[config.mk]
export PLATFORM = sky130hd
export DESIGN_NAME = icache_ctrl
export DESIGN_NICKNAME = d
export VERILOG_FILES = /design/src/rtl/icache_ctrl.sv
export SDC_FILE = /design/constraint.sdc
export NUM_CORES = 1
export LEC_CHECK = 0
export CELL_PAD_IN_SITES_DETAIL_PLACEMENT = 0
export CELL_PAD_IN_SITES_GLOBAL_PLACEMENT = 1
export CORE_MARGIN = 8
export CORE_UTILIZATION = 40
export CTS_CLUSTER_DIAMETER = 60
export DETAILED_ROUTE_END_ITERATION = 16
export HOLD_SLACK_MARGIN = 0.02
export PLACE_DENSITY_LB_ADDON = 0.1
export SYNTH_ARGS = -nofsm -noshare
export SYNTH_HDL_FRONTEND = slang
export SYNTH_SLANG_ARGS = --single-unit
export TNS_END_PERCENT = 10
[constraint.sdc]
create_clock -name clk_in -period 5.47 [get_ports clk_in]
set_input_delay 0.547 -clock clk_in [delete_from_list [all_inputs] [get_ports clk_in]]
set_output_delay 0.547 -clock clk_in [all_outputs]
set_load 0.02 [all_outputs]
[src/rtl/icache_ctrl.sv]
// rtl/icache_ctrl.sv - direct-mapped one-word-per-line instruction cache controller
//
// Sits between instruction fetch and the fetch port of the byte-serial memory
// controller. Hits are answered one cycle after the request. A miss issues one
// 4-byte fetch on mem_need/mem_addr, waits for the mem_ready pulse, installs the
// returned word and forwards it unless a flush arrived in the meantime.
//
// Ports:
//   clk_in     system clock
//   rst_in     synchronous active-low reset
//   rdy_in     global ready; low freezes every register
//   clear_in   pipeline flush; cancels the response of an outstanding miss
//   if_req     fetch request level
//   if_pc      fetch address (word aligned)
//   if_ready   single-cycle pulse, if_ins valid
//   if_ins     fetched instruction
//   mem_need   fetch request to the memory controller (iCache_need)
//   mem_addr   fetch address to the memory controller (ins_addr)
//   mem_ready  fetch-complete pulse from the memory controller (ins_ready)
//   mem_ins    fetched word from the memory controller (ins)
//   hit_cnt    accepted hits, wraps   (only with ICACHE_PERF_EN)
//   miss_cnt   misses issued, wraps   (only with ICACHE_PERF_EN)
//
// Optional feature macro: ICACHE_PERF_EN adds the hit_cnt/miss_cnt counters.

module icache_ctrl #(
    parameter int IDX_W = 4
) (
    input  logic        clk_in,
    input  logic        rst_in,
    input  logic        rdy_in,
    input  logic        clear_in,
    input  logic        if_req,
    input  logic [31:0] if_pc,
    output logic        if_ready,
    output logic [31:0] if_ins,
    output logic        mem_need,
    output logic [31:0] mem_addr,
    input  logic        mem_ready,
    input  logic [31:0] mem_ins
`ifdef ICACHE_PERF_EN
    ,
    output logic [31:0] hit_cnt,
    output logic [31:0] miss_cnt
`endif
);

    localparam int TAG_W = 32 - IDX_W - 2;
    localparam int LINES = 1 << IDX_W;

    typedef enum logic {
        S_IDLE = 1'b0,
        S_MISS = 1'b1
    } state_t;

    state_t             state_q, state_d;
    logic               if_ready_q, if_ready_d;
    logic [31:0]        if_ins_q, if_ins_d;
    logic               mem_need_q, mem_need_d;
    logic [31:0]        mem_addr_q, mem_addr_d;
    logic [IDX_W-1:0]   miss_idx_q, miss_idx_d;
    logic [TAG_W-1:0]   miss_tag_q, miss_tag_d;
    logic               cancel_q, cancel_d;
    logic [LINES-1:0]   valid_q, valid_d;

    // Tag and data arrays carry no reset; only the valid bits do.
    logic [TAG_W-1:0]   tag_q  [LINES];
    logic [31:0]        data_q [LINES];

    logic [IDX_W-1:0]   req_idx;
    logic [TAG_W-1:0]   req_tag;
    logic               hit;
    logic               hit_acc;
    logic               miss_acc;
    logic               fill_we;

    assign req_idx = if_pc[IDX_W+1:2];
    assign req_tag = if_pc[31:IDX_W+2];
    assign hit     = valid_q[req_idx] && (tag_q[req_idx] == req_tag);

    always_comb begin
        state_d    = state_q;
        if_ready_d = 1'b0;
        if_ins_d   = if_ins_q;
        mem_need_d = mem_need_q;
        mem_addr_d = mem_addr_q;
        miss_idx_d = miss_idx_q;
        miss_tag_d = miss_tag_q;
        cancel_d   = cancel_q;
        valid_d    = valid_q;
        fill_we    = 1'b0;
        hit_acc    = 1'b0;
        miss_acc   = 1'b0;

        case (state_q)
            S_IDLE: begin
                // A request seen while the previous answer is still on
                // if_ready belongs to the old pc, so it is ignored.
                if (!clear_in && if_req && !if_ready_q) begin
                    if (hit) begin
                        hit_acc    = 1'b1;
                        if_ready_d = 1'b1;
                        if_ins_d   = data_q[req_idx];
                    end else begin
                        miss_acc   = 1'b1;
                        mem_need_d = 1'b1;
                        mem_addr_d = if_pc;
                        miss_idx_d = req_idx;
                        miss_tag_d = req_tag;
                        cancel_d   = 1'b0;
                        state_d    = S_MISS;
                    end
                end
            end

            S_MISS: begin
                // The memory controller cannot abort a fetch, so a flush only
                // marks the response as unwanted; the fill still completes.
                if (clear_in) begin
                    cancel_d = 1'b1;
                end
                if (mem_ready) begin
                    fill_we             = 1'b1;
                    valid_d[miss_idx_q] = 1'b1;
                    mem_need_d          = 1'b0;
                    mem_addr_d          = 32'd0;
                    cancel_d            = 1'b0;
                    state_d             = S_IDLE;
                    if (!cancel_q && !clear_in) begin
                        if_ready_d = 1'b1;
                        if_ins_d   = mem_ins;
                    end
                end
            end

            default: begin
                state_d = S_IDLE;
            end
        endcase
    end

    always_ff @(posedge clk_in) begin
        if (!rst_in) begin
            state_q    <= S_IDLE;
            if_ready_q <= 1'b0;
            if_ins_q   <= 32'd0;
            mem_need_q <= 1'b0;
            mem_addr_q <= 32'd0;
            miss_idx_q <= '0;
            miss_tag_q <= '0;
            cancel_q   <= 1'b0;
            valid_q    <= '0;
        end else if (rdy_in) begin
            state_q    <= state_d;
            if_ready_q <= if_ready_d;
            if_ins_q   <= if_ins_d;
            mem_need_q <= mem_need_d;
            mem_addr_q <= mem_addr_d;
            miss_idx_q <= miss_idx_d;
            miss_tag_q <= miss_tag_d;
            cancel_q   <= cancel_d;
            valid_q    <= valid_d;
        end
    end

    always_ff @(posedge clk_in) begin
        if (rst_in && rdy_in && fill_we) begin
            tag_q[miss_idx_q]  <= miss_tag_q;
            data_q[miss_idx_q] <= mem_ins;
        end
    end

    assign if_ready = if_ready_q;
    assign if_ins   = if_ins_q;
    assign mem_need = mem_need_q;
    assign mem_addr = mem_addr_q;

`ifdef ICACHE_PERF_EN
    logic [31:0] hit_cnt_q, hit_cnt_d;
    logic [31:0] miss_cnt_q, miss_cnt_d;

    always_comb begin
        hit_cnt_d  = hit_cnt_q + {31'd0, hit_acc};
        miss_cnt_d = miss_cnt_q + {31'd0, miss_acc};
    end

    always_ff @(posedge clk_in) begin
        if (!rst_in) begin
            hit_cnt_q  <= 32'd0;
            miss_cnt_q <= 32'd0;
        end else if (rdy_in) begin
            hit_cnt_q  <= hit_cnt_d;
            miss_cnt_q <= miss_cnt_d;
        end
    end

    assign hit_cnt  = hit_cnt_q;
    assign miss_cnt = miss_cnt_q;
`endif

endmodule
==> impl_metrics.tcl, run 1 <==
set metrics [dict create \
    port-buffer-count 135 \
    syn2layout_area_growth_pct 17.6 \
    instances_no_fill 3683 \
    cp_max_fo 41 \
    total_power_mw 17.1 \
    hp-class "in2reg" \
    cp_cell_sequence "buf_8, buf_4, mux4_2, mux2_2, a22oi_1, xnor2_1, nand4_1, or3_1, o31a_2, o21ai_1" \
    ys_top_cells_by_area "edfxtp_1, mux4_2, dfxtp_1, mux2i_1, nand2_1" \
    worst_pin_slew_ns 1.24 \
    drv_cap 0 \
    power_frac_comb_pct 4.4 \
    dp_slack_ns 0.762 \
    finalWirelength_um 107000 \
    synth_edf_count 928 \
    final_cell_mix "edfxtp_1, mux4_2, clkdlybuf4s50_1, clkbuf_16, mux2i_1" \
    num_rows 117 \
    met3_usage_pct 3.09 \
    seq_area_frac_synth_pct 74.1 \
    fillers 8499 \
    cts_buffer_depth 3 \
    synth_cell_types 67 \
    start_util_pct 40.2 \
    synthesis.nets 2082 \
    synth_cells 2012 \
    timing.final.ws_setup_ns 1.51 \
    io_pins 136 \
    viasPerCell 5.49 \
    path_clk_slew_ns 0.06 \
    fin_util_pct 47.2 \
    hold_slack_ns 0.257 \
    p_switching_mw 3.61 \
    ant_nets 0 \
    synthArstFlopShare_pct 0 \
    die_area_um2 112000 \
    firstDrtPassIters 5 \
    cts_max_level 3 \
    top_usage_layer "met2" \
    swShare_pct 21.1 \
    cts_tree "yes" \
    antenna_found_initial 2 \
    p_seq_share_pct 51.0 \
    grt_use_met1_pct 26.1 \
    postCtsHoldBufs 0 \
    grt_start_max_net_pins 74 \
    p_clk_share_pct 44.6 \
    p_leak_nw 15.1 \
    cts.sinks 1042 \
    layout_min_cycle_time_ns 3.96 \
    grt_pass1_wl_um 155000 \
    drt_iter0_markers 1750 \
    synth_area_um2 40700 \
    final_common_cell "edfxtp_1" \
    setup_viol 0 \
    cp-start-kind "input pin" \
    fin_crit_sh_pct 72.4 \
    vdd_drop_max_mv 0.255 \
    postCtsSetupBuffers 0 \
    num_vias 20200 \
    skew_ns 0.0181 \
    maxSlewHeadroom_pct 17.3 \
    critPathSlowestCell "o31a_2" \
    die_h_um 335 \
    critPathCaptureType "flip-flop" \
    ys.flop_type "edfxtp_1" \
    ys_ff_latch 1042 \
    drive_gt1_share_pct 24.0 \
    worstSkewPairLatency_ns 0.67 \
    fp.dieW_um 335 \
    fmax_ghz 0.253 \
    place_inst 3463 \
    cp.required_ns 6.06 \
    drt-wirelength-per-cell_um 29.2 \
    syn_area_per_cell_um2 20.2 \
    grt.total_usage_pct 19.1 \
    crit_type "in2reg" \
    place_congestion 0.790 \
    ctsResizeCount 0 \
    outcome "finished clean" \
    cts_inserted_buffers 116 \
    cts-root-buf "clkbuf_16" \
    pwr_density_cell_nw_per_um2 357 \
    path_delay_family "compound AO/OA/AOI/OAI gates" \
    yosysWarnings 0 \
    cp.buffers_inverters 2 \
    synth_top_area_share_pct 68.5 \
    grt_pass1_vias 21400 \
    coreArea_um2 101000 \
    drc 0 \
    dpl.hpwl_um 59400 \
    rsz0062_at_grt "no" \
    use_met2_pct 31.7 \
    hold_violations 0 \
    internal_power_mw 13.5 \
    slowest_delay_ns 0.78 \
    final_nets 2283 \
    yosys.area.top_type "edfxtp_1" \
    grt_overflow 0 \
    crit_arrival_ns 4.55 \
    drv_slew 0 \
]
-- power groups by stage --
stage | Sequential [mW] | Combinational [mW] | Clock [mW]
2_1_floorplan | 8.86 | 0.458 | 0
3_3_place_gp | 8.88 | 0.762 | 0
3_5_place_dp | 8.88 | 0.767 | 0
4_1_cts | 8.71 | 0.771 | 7.80
5_1_grt | 8.71 | 0.810 | 8.09
6_report | 8.71 | 0.755 | 7.62
-- cell usage after synthesis (3+ instances only) --
| cell | n |
|---|---|
| edfxtp_1 | 928 |
| mux4_2 | 247 |
| dfxtp_1 | 114 |
| mux2i_1 | 114 |
| nand2_1 | 83 |
| clkbuf_1 | 50 |
| and2_1 | 43 |
| nand2b_1 | 37 |
| o211ai_1 | 36 |
| buf_2 | 30 |
| xnor2_1 | 27 |
| nor2_1 | 25 |
| inv_1 | 22 |
| o22ai_2 | 20 |
| o2bb2ai_1 | 19 |
| a21o_1 | 18 |
| buf_4 | 14 |
| buf_1 | 13 |
| o2111ai_1 | 13 |
| a22oi_1 | 12 |
| nor3_1 | 12 |
| a22o_1 | 11 |
| buf_6 | 10 |
| o21ai_0 | 10 |
| nand4_1 | 9 |
| o21ai_1 | 9 |
| a21oi_1 | 8 |
| a21bo_1 | 7 |
| nand3_1 | 5 |
| or3_1 | 5 |
| a21bo_2 | 4 |
| nor2b_1 | 4 |
| nor4b_1 | 4 |
| o22ai_1 | 4 |
| mux2_2 | 3 |
| nor4_1 | 3 |
-- registers in the layout, indices dropped and copies added (netlist names) --
register,count
if_ready,1
miss_tag_q,26
miss_idx_q,4
data_q,512
if_ins,32
cancel_q,1
mem_need,1
tag_q,416
valid_q,16
state_q,1
mem_addr,32
-- worst min-delay path: stages --
cell and delay (ns):
buf_6 0.17, nand2_1 0.09, o21ai_1 0.05
-- cell families after synthesis --
kind of cell           share of synthesized area (%)
AND/OR/NAND/NOR                                 3.11
XOR/XNOR                                       0.603
multiplexers                                    16.6
flip-flops                                      74.1
AO/OA/AOI/OAI                                   3.94
buffers and inverters                           1.72
-- metal layers --
layer	vias up	share of wire [%]
li1	8682	-
met1	10900	44
met2	546	49
met3	134	5.2
met4	0	2.2
met5	-	0
-- final cells by class --
cell class / count / area [µm²] / share of cell area, %
diodes: 2 / 5.00 / 0.0105
clock buffers: 137 / 3080 / 6.45
clock inverters: 81 / 688 / 1.44
inverters: 25 / 93.8 / 0.196
multi-input cells: 828 / 10000 / 20.9
flip-flops and latches: 1042 / 30200 / 63.0
well taps: 1368 / 1710 / 3.58
repair buffers: 200 / 2100 / 4.39
-- path summary, 6_finish.rpt --
kind,depth (start not counted),end,slack (ns),start
hold / removal,3,mem_addr[28],0.26,rst_in
hold reg to reg,2,mem_addr[19],0.45,mem_addr[19]
setup reg to reg,8,mem_addr[4],1.56,tag_q[5][5]
setup / recovery,10,mem_addr[16],1.51,if_pc[2]
-- per-stage QoR --
stage	cell area [µm²]	TNS (ns)
floorplan	40700	-48.06
global placement	44100	0
detailed placement	44100	0
CTS	47800	0
global route	47800	0
finish	47800	0
No activity file was read; power rests on OpenSTA's default activity.
==> inputs of run 2 (changes only) <==
==> constraint.sdc (replaced) <==
create_clock -name clk_in -period 3.93 [get_ports clk_in]
set_input_delay 0.393 -clock clk_in [delete_from_list [all_inputs] [get_ports clk_in]]
set_output_delay 0.393 -clock clk_in [all_outputs]
set_load 0.02 [all_outputs]
==> run 2 against run 1 <==
  * Hold slack got worse by 0.18 ns
  * Core utilization rose by 0.37 points
  * Clock power is 35% higher
  * Combinational power rose by 46%
  * Critical path depth unchanged
  * Critical path type is now reg2reg
  * Wire length fell by 1.3%
  * Non-clock buffer count grew 39
  * Clock skew grew 0.0069 ns
  * Count of clock-buffer cells in the layout rose by 15
  * Highest routed layer is now met5
  * Flip-flop and latch count unchanged
  * Sequential share of layout area down 0.49 points
  * First-iteration DRC count up 7.9%
==> impl_metrics.tcl, run 2 (same netlist as run 1, synthesis figures left out) <==
set metrics [dict create \
    cts_max_level 3 \
    rsz0062_at_grt "no" \
    ant_nets 0 \
    p_clk_share_pct 43.7 \
    postLayoutCellArea_um2 48200 \
    critPathSlowestCell "nor4b_1" \
    p_switching_mw 4.89 \
    io_pins 136 \
    drc 0 \
    hold_violations 0 \
    top_usage_layer "met2" \
    drt-wirelength-per-cell_um 28.6 \
    swShare_pct 20.8 \
    fmax_ghz 0.305 \
    die_h_um 335 \
    final_nets 2317 \
    final_cell_mix "edfxtp_1, mux4_2, clkdlybuf4s50_1, clkbuf_16, mux2i_1" \
    path_delay_family "simple AND/OR/NAND/NOR gates" \
    cts_inserted_buffers 111 \
    met3_usage_pct 3.29 \
    cp_common_cell "buf_4" \
    final_common_cell "edfxtp_1" \
    drive_gt1_share_pct 24.5 \
    worstSkewPairLatency_ns 0.68 \
    fillers 8493 \
    cts-root-buf "clkbuf_16" \
    cts.sinks 1042 \
    slowest_delay_ns 0.64 \
    setup_viol 0 \
    grt_use_met1_pct 26.0 \
    setup_tns_ns 0 \
    antenna_found_initial 8 \
    drv_slew 0 \
    worst_pin_slew_ns 0.934 \
    crit_arrival_ns 3.87 \
    critPathCaptureType "flip-flop" \
    hold_slack_ns 0.0766 \
    use_met2_pct 31.3 \
    p_leak_nw 15.2 \
    cp.required_ns 4.52 \
    postCtsHoldBufs 0 \
    fin_crit_sh_pct 83.3 \
    cts_tree "yes" \
    drv_cap 0 \
    pwr_density_cell_nw_per_um2 487 \
    syn2layout_area_growth_pct 18.5 \
    path_clk_slew_ns 0.06 \
    layout_min_cycle_time_ns 3.28 \
    viasPerCell 5.43 \
    ctsResizeCount 0 \
    start_util_pct 40.2 \
    outcome "finished clean" \
    firstDrtPassIters 7 \
    drt_iter0_markers 1889 \
    crit_type "reg2reg" \
    largest_reg_flops 512 \
    place_congestion 0.786 \
    maxSlewHeadroom_pct 36.9 \
    coreArea_um2 101000 \
    hp-class "in2reg" \
    dpl-instance-area_um2 44600 \
    port-buffer-count 135 \
    total_power_mw 23.5 \
    p_seq_share_pct 51.6 \
    num_rows 117 \
    grt_pass1_wl_um 154000 \
    vdd_drop_max_mv 0.392 \
    skew_ns 0.0249 \
    cp-start-kind "flip-flop" \
    num_vias 20200 \
    grt_pass1_vias 21500 \
    grt_overflow 0 \
    grt_start_max_net_pins 68 \
    timing.final.ws_setup_ns 0.655 \
    largest_register "data_q" \
    dp_slack_ns 0.105 \
    register_area_um2 30200 \
    multi_input_area_um2 10000 \
    cp_max_fo 15 \
    fp.dieW_um 335 \
    finalWirelength_um 106000 \
    power_frac_comb_pct 4.7 \
    cp.buffers_inverters 2 \
    reg.largest.list "data_q: 512 flops, tag_q: 416 flops" \
    cp_cell_sequence "mux4_2, mux2i_1, xnor2_1, nor4b_1, o221a_2, nand4_2, buf_4, o211ai_4, buf_4, o2bb2ai_1" \
    dpl.hpwl_um 60500 \
    cts_buffer_depth 3 \
    die_area_um2 112000 \
    grt.total_usage_pct 18.9 \
    postCtsSetupBuffers 0 \
    internal_power_mw 18.6 \
]
run 2: per-layer routing:
| metal | vias to the layer above | routed length, µm |
|---|---|---|
| met3 | 117 | 5730 |
| met5 | - | 13 |
| met2 | 534 | 52100 |
| met4 | 2 | 1820 |
| li1 | 8758 | - |
| met1 | 10800 | 46400 |
run 2: worst reg2reg max path: stages, from the launching register on:
cell and delay [ns]:
edfxtp_1 0.35, mux4_2 0.48, mux2i_1 0.20, xnor2_1 0.19
nor4b_1 0.64, o221a_2 0.32, nand4_2 0.20, buf_4 0.26
o211ai_4 0.18, buf_4 0.25, o2bb2ai_1 0.14
run 2: worst paths after layout:
kind,startpoint,endpoint,slack (ns),cells after the start
max,tag_q[14][20],miss_tag_q[21],0.65,10
min,rst_in,mem_addr[18],0.08,3
max reg2reg,tag_q[14][20],miss_tag_q[21],0.65,10
min reg2reg,mem_addr[11],mem_addr[11],0.45,2
run 2: final cells by class:
class / instances / area share, %
clock buffers: 152 / 6.47
clock inverters: 57 / 1.03
repair buffers: 239 / 5.43
flip-flops and latches: 1042 / 62.5
inverters: 25 / 0.195
well taps: 1368 / 3.55
multi-input cells: 828 / 20.8
diodes: 3 / 0.0156
run 2: power groups by stage:
| stage | clock [mW] | combinational [mW] | sequential (mW) |
|---|---|---|---|
| detailed placement | 0 | 1.12 | 12.4 |
| CTS | 10.5 | 1.12 | 12.1 |
| global route | 11.0 | 1.18 | 12.1 |
| global placement | 0 | 1.10 | 12.3 |
| finish | 10.3 | 1.10 | 12.1 |
| floorplan | 0 | 0.637 | 12.3 |
run 2: per-stage QoR:
stage | util, % | instances
global placement | 44.0 | 3502
floorplan | - | 2012
finish | 47.6 | 3714
detailed placement | 44.0 | 3502
CTS | 47.6 | 3711
global route | 47.6 | 3711
